$ cat src/rtl/count_arbiter_if.sv
// rtl/count_arbiter_if.sv - requester-side bus of the shared terminal-count counter arbiter
interface count_arbiter_if #(
  parameter int NUM_REQ = 4,
  parameter int CNT_W   = 8
);
  logic [NUM_REQ-1:0]       req;
  logic [NUM_REQ*CNT_W-1:0] req_len;
  logic [NUM_REQ-1:0]       req_dir;
  logic                     pause;
  logic [NUM_REQ-1:0]       grant;
  logic                     busy;
  logic [CNT_W-1:0]         count;
  logic                     tc;
  logic [NUM_REQ-1:0]       done;

  // Arbiter side: takes requests, drives ownership and counter status.
  modport slave (
    input  req, req_len, req_dir, pause,
    output grant, busy, count, tc, done
  );

  // Client side: issues requests, observes ownership and counter status.
  modport master (
    output req, req_len, req_dir, pause,
    input  grant, busy, count, tc, done
  );
endinterface

$ cat src/rtl/count_arbiter.sv
// rtl/count_arbiter.sv - round-robin arbiter sharing one up/down terminal-count counter
module count_arbiter #(
  parameter int NUM_REQ = 4,
  parameter int CNT_W   = 8
) (
  input  logic           i_clk,
  input  logic           i_reset,
  count_arbiter_if.slave io_bus
);

  localparam int               PTR_W    = (NUM_REQ > 1) ? $clog2(NUM_REQ) : 1;
  localparam logic [CNT_W-1:0] CNT_ONE  = CNT_W'(1);
  localparam logic [PTR_W-1:0] PTR_ONE  = PTR_W'(1);
  localparam logic [PTR_W-1:0] PTR_LAST = PTR_W'(NUM_REQ - 1);

  typedef enum logic [1:0] {
    S_IDLE = 2'd0,
    S_LOAD = 2'd1,
    S_RUN  = 2'd2,
    S_DONE = 2'd3
  } state_t;

  state_t             r_state;
  state_t             w_state_nxt;
  logic [NUM_REQ-1:0] r_grant;
  logic [NUM_REQ-1:0] w_grant_nxt;
  logic [PTR_W-1:0]   r_ptr;
  logic [PTR_W-1:0]   w_ptr_nxt;
  logic [PTR_W-1:0]   r_gidx;
  logic [PTR_W-1:0]   w_gidx_nxt;
  logic [CNT_W-1:0]   r_len;
  logic [CNT_W-1:0]   w_len_nxt;
  logic               r_dir;
  logic               w_dir_nxt;
  logic [CNT_W-1:0]   r_count;
  logic [CNT_W-1:0]   w_count_nxt;

  logic               w_sel_found;
  logic [PTR_W-1:0]   w_sel_idx;
  logic [CNT_W-1:0]   w_load_len;
  logic               w_load_dir;
  logic               w_tc;
  logic [NUM_REQ-1:0] w_done;

  // Requester index base+off folded back into 0..NUM_REQ-1 (off < NUM_REQ).
  function automatic logic [PTR_W-1:0] wrap_idx(input int base, input int off);
    int s;
    s = base + off;
    if (s >= NUM_REQ) begin
      s = s - NUM_REQ;
    end
    return PTR_W'(s);
  endfunction

  // Round-robin pick: first requester at or after the pointer wins.
  always_comb begin
    w_sel_found = 1'b0;
    w_sel_idx   = r_ptr;
    for (int k = 0; k < NUM_REQ; k++) begin
      if (!w_sel_found && io_bus.req[wrap_idx(int'(r_ptr), k)]) begin
        w_sel_found = 1'b1;
        w_sel_idx   = wrap_idx(int'(r_ptr), k);
      end
    end
  end

  // Owner's length/direction as seen during LOAD; captured into r_len/r_dir there.
  assign w_load_len = io_bus.req_len[int'(r_gidx)*CNT_W +: CNT_W];
  assign w_load_dir = io_bus.req_dir[r_gidx];

  // Terminal count is only meaningful while running; len is never 0 in RUN.
  assign w_tc = (r_state == S_RUN) &&
                (r_dir ? (r_count == (r_len - CNT_ONE)) : (r_count == '0));

  assign w_done = (r_state == S_DONE) ? r_grant : '0;

  assign io_bus.grant = r_grant;
  assign io_bus.busy  = (r_state != S_IDLE);
  assign io_bus.count = r_count;
  assign io_bus.tc    = w_tc;
  assign io_bus.done  = w_done;

  // Next-state and datapath updates; every register holds unless its state changes it.
  always_comb begin
    w_state_nxt = r_state;
    w_grant_nxt = r_grant;
    w_ptr_nxt   = r_ptr;
    w_gidx_nxt  = r_gidx;
    w_len_nxt   = r_len;
    w_dir_nxt   = r_dir;
    w_count_nxt = r_count;
    case (r_state)
      S_IDLE: begin
        if (w_sel_found) begin
          w_gidx_nxt  = w_sel_idx;
          w_grant_nxt = NUM_REQ'(1) << w_sel_idx;
          w_state_nxt = S_LOAD;
        end
      end
      S_LOAD: begin
        w_len_nxt = w_load_len;
        w_dir_nxt = w_load_dir;
        if (w_load_len == '0) begin
          // Zero-length request completes without ever entering RUN.
          w_count_nxt = '0;
          w_state_nxt = S_DONE;
        end else begin
          w_count_nxt = w_load_dir ? '0 : (w_load_len - CNT_ONE);
          w_state_nxt = S_RUN;
        end
      end
      S_RUN: begin
        if (!io_bus.pause) begin
          if (w_tc) begin
            w_state_nxt = S_DONE;
          end else begin
            w_count_nxt = r_dir ? (r_count + CNT_ONE) : (r_count - CNT_ONE);
          end
        end
      end
      S_DONE: begin
        // Finished owner drops to lowest priority for the next pick.
        w_ptr_nxt   = (r_gidx == PTR_LAST) ? '0 : (r_gidx + PTR_ONE);
        w_grant_nxt = '0;
        w_state_nxt = S_IDLE;
      end
      default: begin
        w_state_nxt = S_IDLE;
        w_grant_nxt = '0;
      end
    endcase
  end

  // State and datapath registers; reset abandons any operation in flight.
  always_ff @(posedge i_clk) begin
    if (i_reset) begin
      r_state <= S_IDLE;
      r_grant <= '0;
      r_ptr   <= '0;
      r_gidx  <= '0;
      r_len   <= '0;
      r_dir   <= 1'b0;
      r_count <= '0;
    end else begin
      r_state <= w_state_nxt;
      r_grant <= w_grant_nxt;
      r_ptr   <= w_ptr_nxt;
      r_gidx  <= w_gidx_nxt;
      r_len   <= w_len_nxt;
      r_dir   <= w_dir_nxt;
      r_count <= w_count_nxt;
    end
  end

endmodule

$ cat src/flat_wrapper.sv
// flat-port wrapper written by rule: the top's interface ports become plain ports
module count_arbiter_flat 
#(
  parameter int NUM_REQ = 4,
  parameter int CNT_W   = 8
)
  (i_clk, i_reset, io_bus_req, io_bus_req_len, io_bus_req_dir, io_bus_pause, io_bus_grant, io_bus_busy, io_bus_count, io_bus_tc, io_bus_done);
  count_arbiter_if #(.NUM_REQ(NUM_REQ), .CNT_W(CNT_W)) io_bus_i ();
  input  logic i_clk;
  input  logic i_reset;
  input wire logic [$bits(io_bus_i.req)-1:0] io_bus_req;
  input wire logic [$bits(io_bus_i.req_len)-1:0] io_bus_req_len;
  input wire logic [$bits(io_bus_i.req_dir)-1:0] io_bus_req_dir;
  input wire logic [$bits(io_bus_i.pause)-1:0] io_bus_pause;
  output wire logic [$bits(io_bus_i.grant)-1:0] io_bus_grant;
  output wire logic [$bits(io_bus_i.busy)-1:0] io_bus_busy;
  output wire logic [$bits(io_bus_i.count)-1:0] io_bus_count;
  output wire logic [$bits(io_bus_i.tc)-1:0] io_bus_tc;
  output wire logic [$bits(io_bus_i.done)-1:0] io_bus_done;
  assign io_bus_i.req = io_bus_req;
  assign io_bus_i.req_len = io_bus_req_len;
  assign io_bus_i.req_dir = io_bus_req_dir;
  assign io_bus_i.pause = io_bus_pause;
  assign io_bus_grant = io_bus_i.grant;
  assign io_bus_busy = io_bus_i.busy;
  assign io_bus_count = io_bus_i.count;
  assign io_bus_tc = io_bus_i.tc;
  assign io_bus_done = io_bus_i.done;
  count_arbiter #(.NUM_REQ(NUM_REQ), .CNT_W(CNT_W)) u_core (.i_clk(i_clk), .i_reset(i_reset), .io_bus(io_bus_i));
endmodule
$ cat config.mk
export PLATFORM = sky130hd
export DESIGN_NAME = count_arbiter_flat
export DESIGN_NICKNAME = d
export VERILOG_FILES = /design/src/rtl/count_arbiter_if.sv /design/src/rtl/count_arbiter.sv /design/src/flat_wrapper.sv
export SDC_FILE = /design/constraint.sdc
export NUM_CORES = 1
export LEC_CHECK = 0
export CAP_MARGIN = 10
export CORE_MARGIN = 5
export CORE_UTILIZATION = 35
export CTS_CLUSTER_SIZE = 10
export DETAILED_ROUTE_END_ITERATION = 12
export GPL_ROUTABILITY_DRIVEN = 0
export SETUP_SLACK_MARGIN = 0.1
export SYNTH_ARGS = -nofsm -noshare
export SYNTH_HDL_FRONTEND = slang
export SYNTH_SLANG_ARGS = --single-unit
$ cat constraint.sdc
create_clock -name i_clk -period 3.7 [get_ports i_clk]
set_clock_uncertainty 0.1 [all_clocks]
set_input_delay 0.555 -clock i_clk [delete_from_list [all_inputs] [get_ports i_clk]]
set_output_delay 0.555 -clock i_clk [all_outputs]
set_load 0.05 [all_outputs]
==> impl_results.md <==
- Outcome: finished clean
- Routed WL: 6.27 mm
- Avg Cell Area, Syn: 8.82 µm²
- Dominant synthesized flop cell: dfxtp_1
- Number of synthesized flops with an enable pin: 0
- Minimum clock period: 3.49 ns
- Maximum buffer depth of the clock tree: 2
- CTS clk-pin slew, worst paths: 0.09 ns
- Die area: roughly 8400 µm²
- Fin crit share: 0.942
- Nets: 381
- CTS tree: built
- Antenna cell count: 0
- Hold Crit Class: flop to flop
- Worst slew pin tran: 1.05 ns
- Yosys reg bits: 27
- Layout cells sized above 1: 0.0683
- Post-DP Area: just over 3000 µm²
- Starting Density: 0.364
- RSZ-0062 raised after global routing: false
- Crit-path max FO: 10
- Critical path arrival: 2.83 ns
- Critical Path RT: ~3 ns
- Root buf cell: clkbuf_8
- P&R area growth vs syn: 31.6%
- Final hold vios: 0
- Synth async-reset ratio: 0
- CP Class: flop to output port
- DP Wirelength: 4.98 mm
- Power density cells: approximately 750 nW/µm²
- Synth warn: 0
- Syn Nets: 323
- Iter 0 DRT Violations: roughly 120
- Gr ovfl total: 0
- Synth cell types: 55
- Antenna Violating Nets Remaining: 0
- Port Buffers: 60
- Design area: approximately 3100 µm²
- Synth top area cells: dfxtp_1 23%, ha_1 7.5%, mux4_1 5.6%, nor2_1 5.5%, mux2i_1 5.1%
- Total CTS buffers: 3
- Post-CTS setup buffer count: 0
- I/O pin cnt: 61
- # setup viols final: 0
- Vias in the first global route: about 2100
- Fillcell total: 626
- Die Wd: 91.7 µm
- Slew margin rel.: 0.300
- Synth top area share: 0.231
- Setup TNS: 0 ns
- Clock sink count: 27
- Die height: 91.7 µm
- Initial antenna violation count: 0
- Synth area leader: dfxtp_1
- Wire per inst: around 16 µm
- Later-pin clock latency in the skew report: approximately 0.27 ns
- Worst r2r src: u_core.r_gidx[0]
- Detailed-router iteration count before antenna repair: 4
- Pins Over Slew Limit: 0
- Register area share after synthesis: 0.231
- Row count: 29
- Total core area: 6420 µm²
- CP Capture Type: output port
- Vias post-DR: 2282
- Hold_sp: u_core.io_bus.grant[1]
- CTS Hold Buffers Added: 0
- FMAX: about 0.29 GHz
- Via/cell ratio: 5.72
- Max Cap Viol: 0
- Total GRT Usage: 0.149
- # H-tree levels: 1
- First-pass GRT wire length: about 10 mm
- Critical Path Start: u_core.r_len[0]
- Most frequent cells in the layout: 59 x clkdlybuf4s50_1, 34 x nor2_1, 27 x dfxtp_1, 14 x ha_1
- Leak: 1.13 nW
- VDD IR max: 0.229 mV
- Setup crit start kind: flop
- Synthesized instance count: about 270
- Largest net degree at the start of global routing: 29
- Mapped Area: ~2300 µm²
- # DRC: 0
- Most common cell after layout, fill and taps aside: clkdlybuf4s50_1
## layer usage
| layer | vias up | wire length [µm] | global-route usage |
|---|---|---|---|
| met5 | - | 0 | 0 |
| met4 | 0 | 31 | 0.0186 |
| met3 | 4 | 441 | 0.0237 |
| met2 | 76 | 2810 | 0.237 |
| met1 | 1064 | 2980 | 0.217 |
| li1 | 1138 | - | - |
## critical path, stage by stage, from the launching register on
cell     delay, ns
dfxtp_1       0.38
inv_1         0.08
ha_1          0.22
or3b_1        0.41
or4_1         0.41
a211o_1       0.34
a211o_4       0.38
a21oi_2       0.19
buf_12        0.16
## where the power goes
part           switching, mW  total, mW  internal [mW]
Combinational          0.895       1.60          0.707
Sequential             0.153      0.534          0.381
Clock                 0.0941      0.171         0.0773
## what timing repair did
| item | CTS | global route |
|---|---|---|
| endpoints found under the setup margin | 1 | 1 |
| resized for setup | 1 | 2 |
| gates cloned | 0 | 0 |
## cell usage after synthesis (all sizes together), types with 7 or more instances
library cell,number
a22oi,8
a21oi,14
ha,14
mux4,9
xor2,7
dfxtp,27
mux2i,12
nor2,34
inv,12
a211oi,13
o21ai,7
xnor2,7
clkbuf,8
nor3,8
## logic make-up after synthesis
group / share of synthesized area
muxes: 0.151
buffers and inverters: 0.0434
and+or+nand+nor: 0.196
DFF: 0.231
adders and majority gates: 0.0835
AOI/OAI and AO/OA: 0.243
xor gates and xnor gates: 0.0525
## registers in the layout (all words and copies together), names as in the netlist
| name | cells |
|---|---|
| u_core.r_len | 8 |
| u_core.r_ptr | 2 |
| u_core.r_gidx | 2 |
| u_core.r_dir | 1 |
| u_core.io_bus.grant | 4 |
| u_core.r_state | 2 |
| u_core.io_bus.count | 8 |
## area by class of cell
class | count | area (µm²) | area share
well taps | 77 | 96.3 | 0.0313
repair buffers | 64 | 641 | 0.208
inverters | 12 | 45.0 | 0.0146
flip-flops and latches | 27 | 541 | 0.176
clock buffers | 4 | 45.0 | 0.0146
multi-input cells | 215 | 1710 | 0.555
## path summary, 6_finish.rpt
check | slack (ns) | cells past startpoint | to
setup reg to reg | 0.52 | 8 | u_core.io_bus.count[2]
setup / recovery | 0.21 | 8 | io_bus_tc
hold / removal | 0.44 | 2 | u_core.io_bus.grant[1]
hold reg to reg | 0.44 | 2 | u_core.io_bus.grant[1]
## metrics by stage
stage / cells / power (mW) / hold WS, ns / setup WS, ns / utilization
after floorplan: 265 / 1.71 / 0.402 / 0.217 / -
after global placement: 395 / 2.13 / 0.414 / 0.334 / 0.470
after detailed placement: 395 / 2.13 / 0.422 / 0.244 / 0.470
after CTS: 399 / 2.31 / 0.443 / 0.154 / 0.477
after global routing: 399 / 2.52 / 0.488 / 0.100 / 0.479
final: 399 / 2.31 / 0.441 / 0.213 / 0.479
Note: power is estimated with default switching activity, not from simulation.
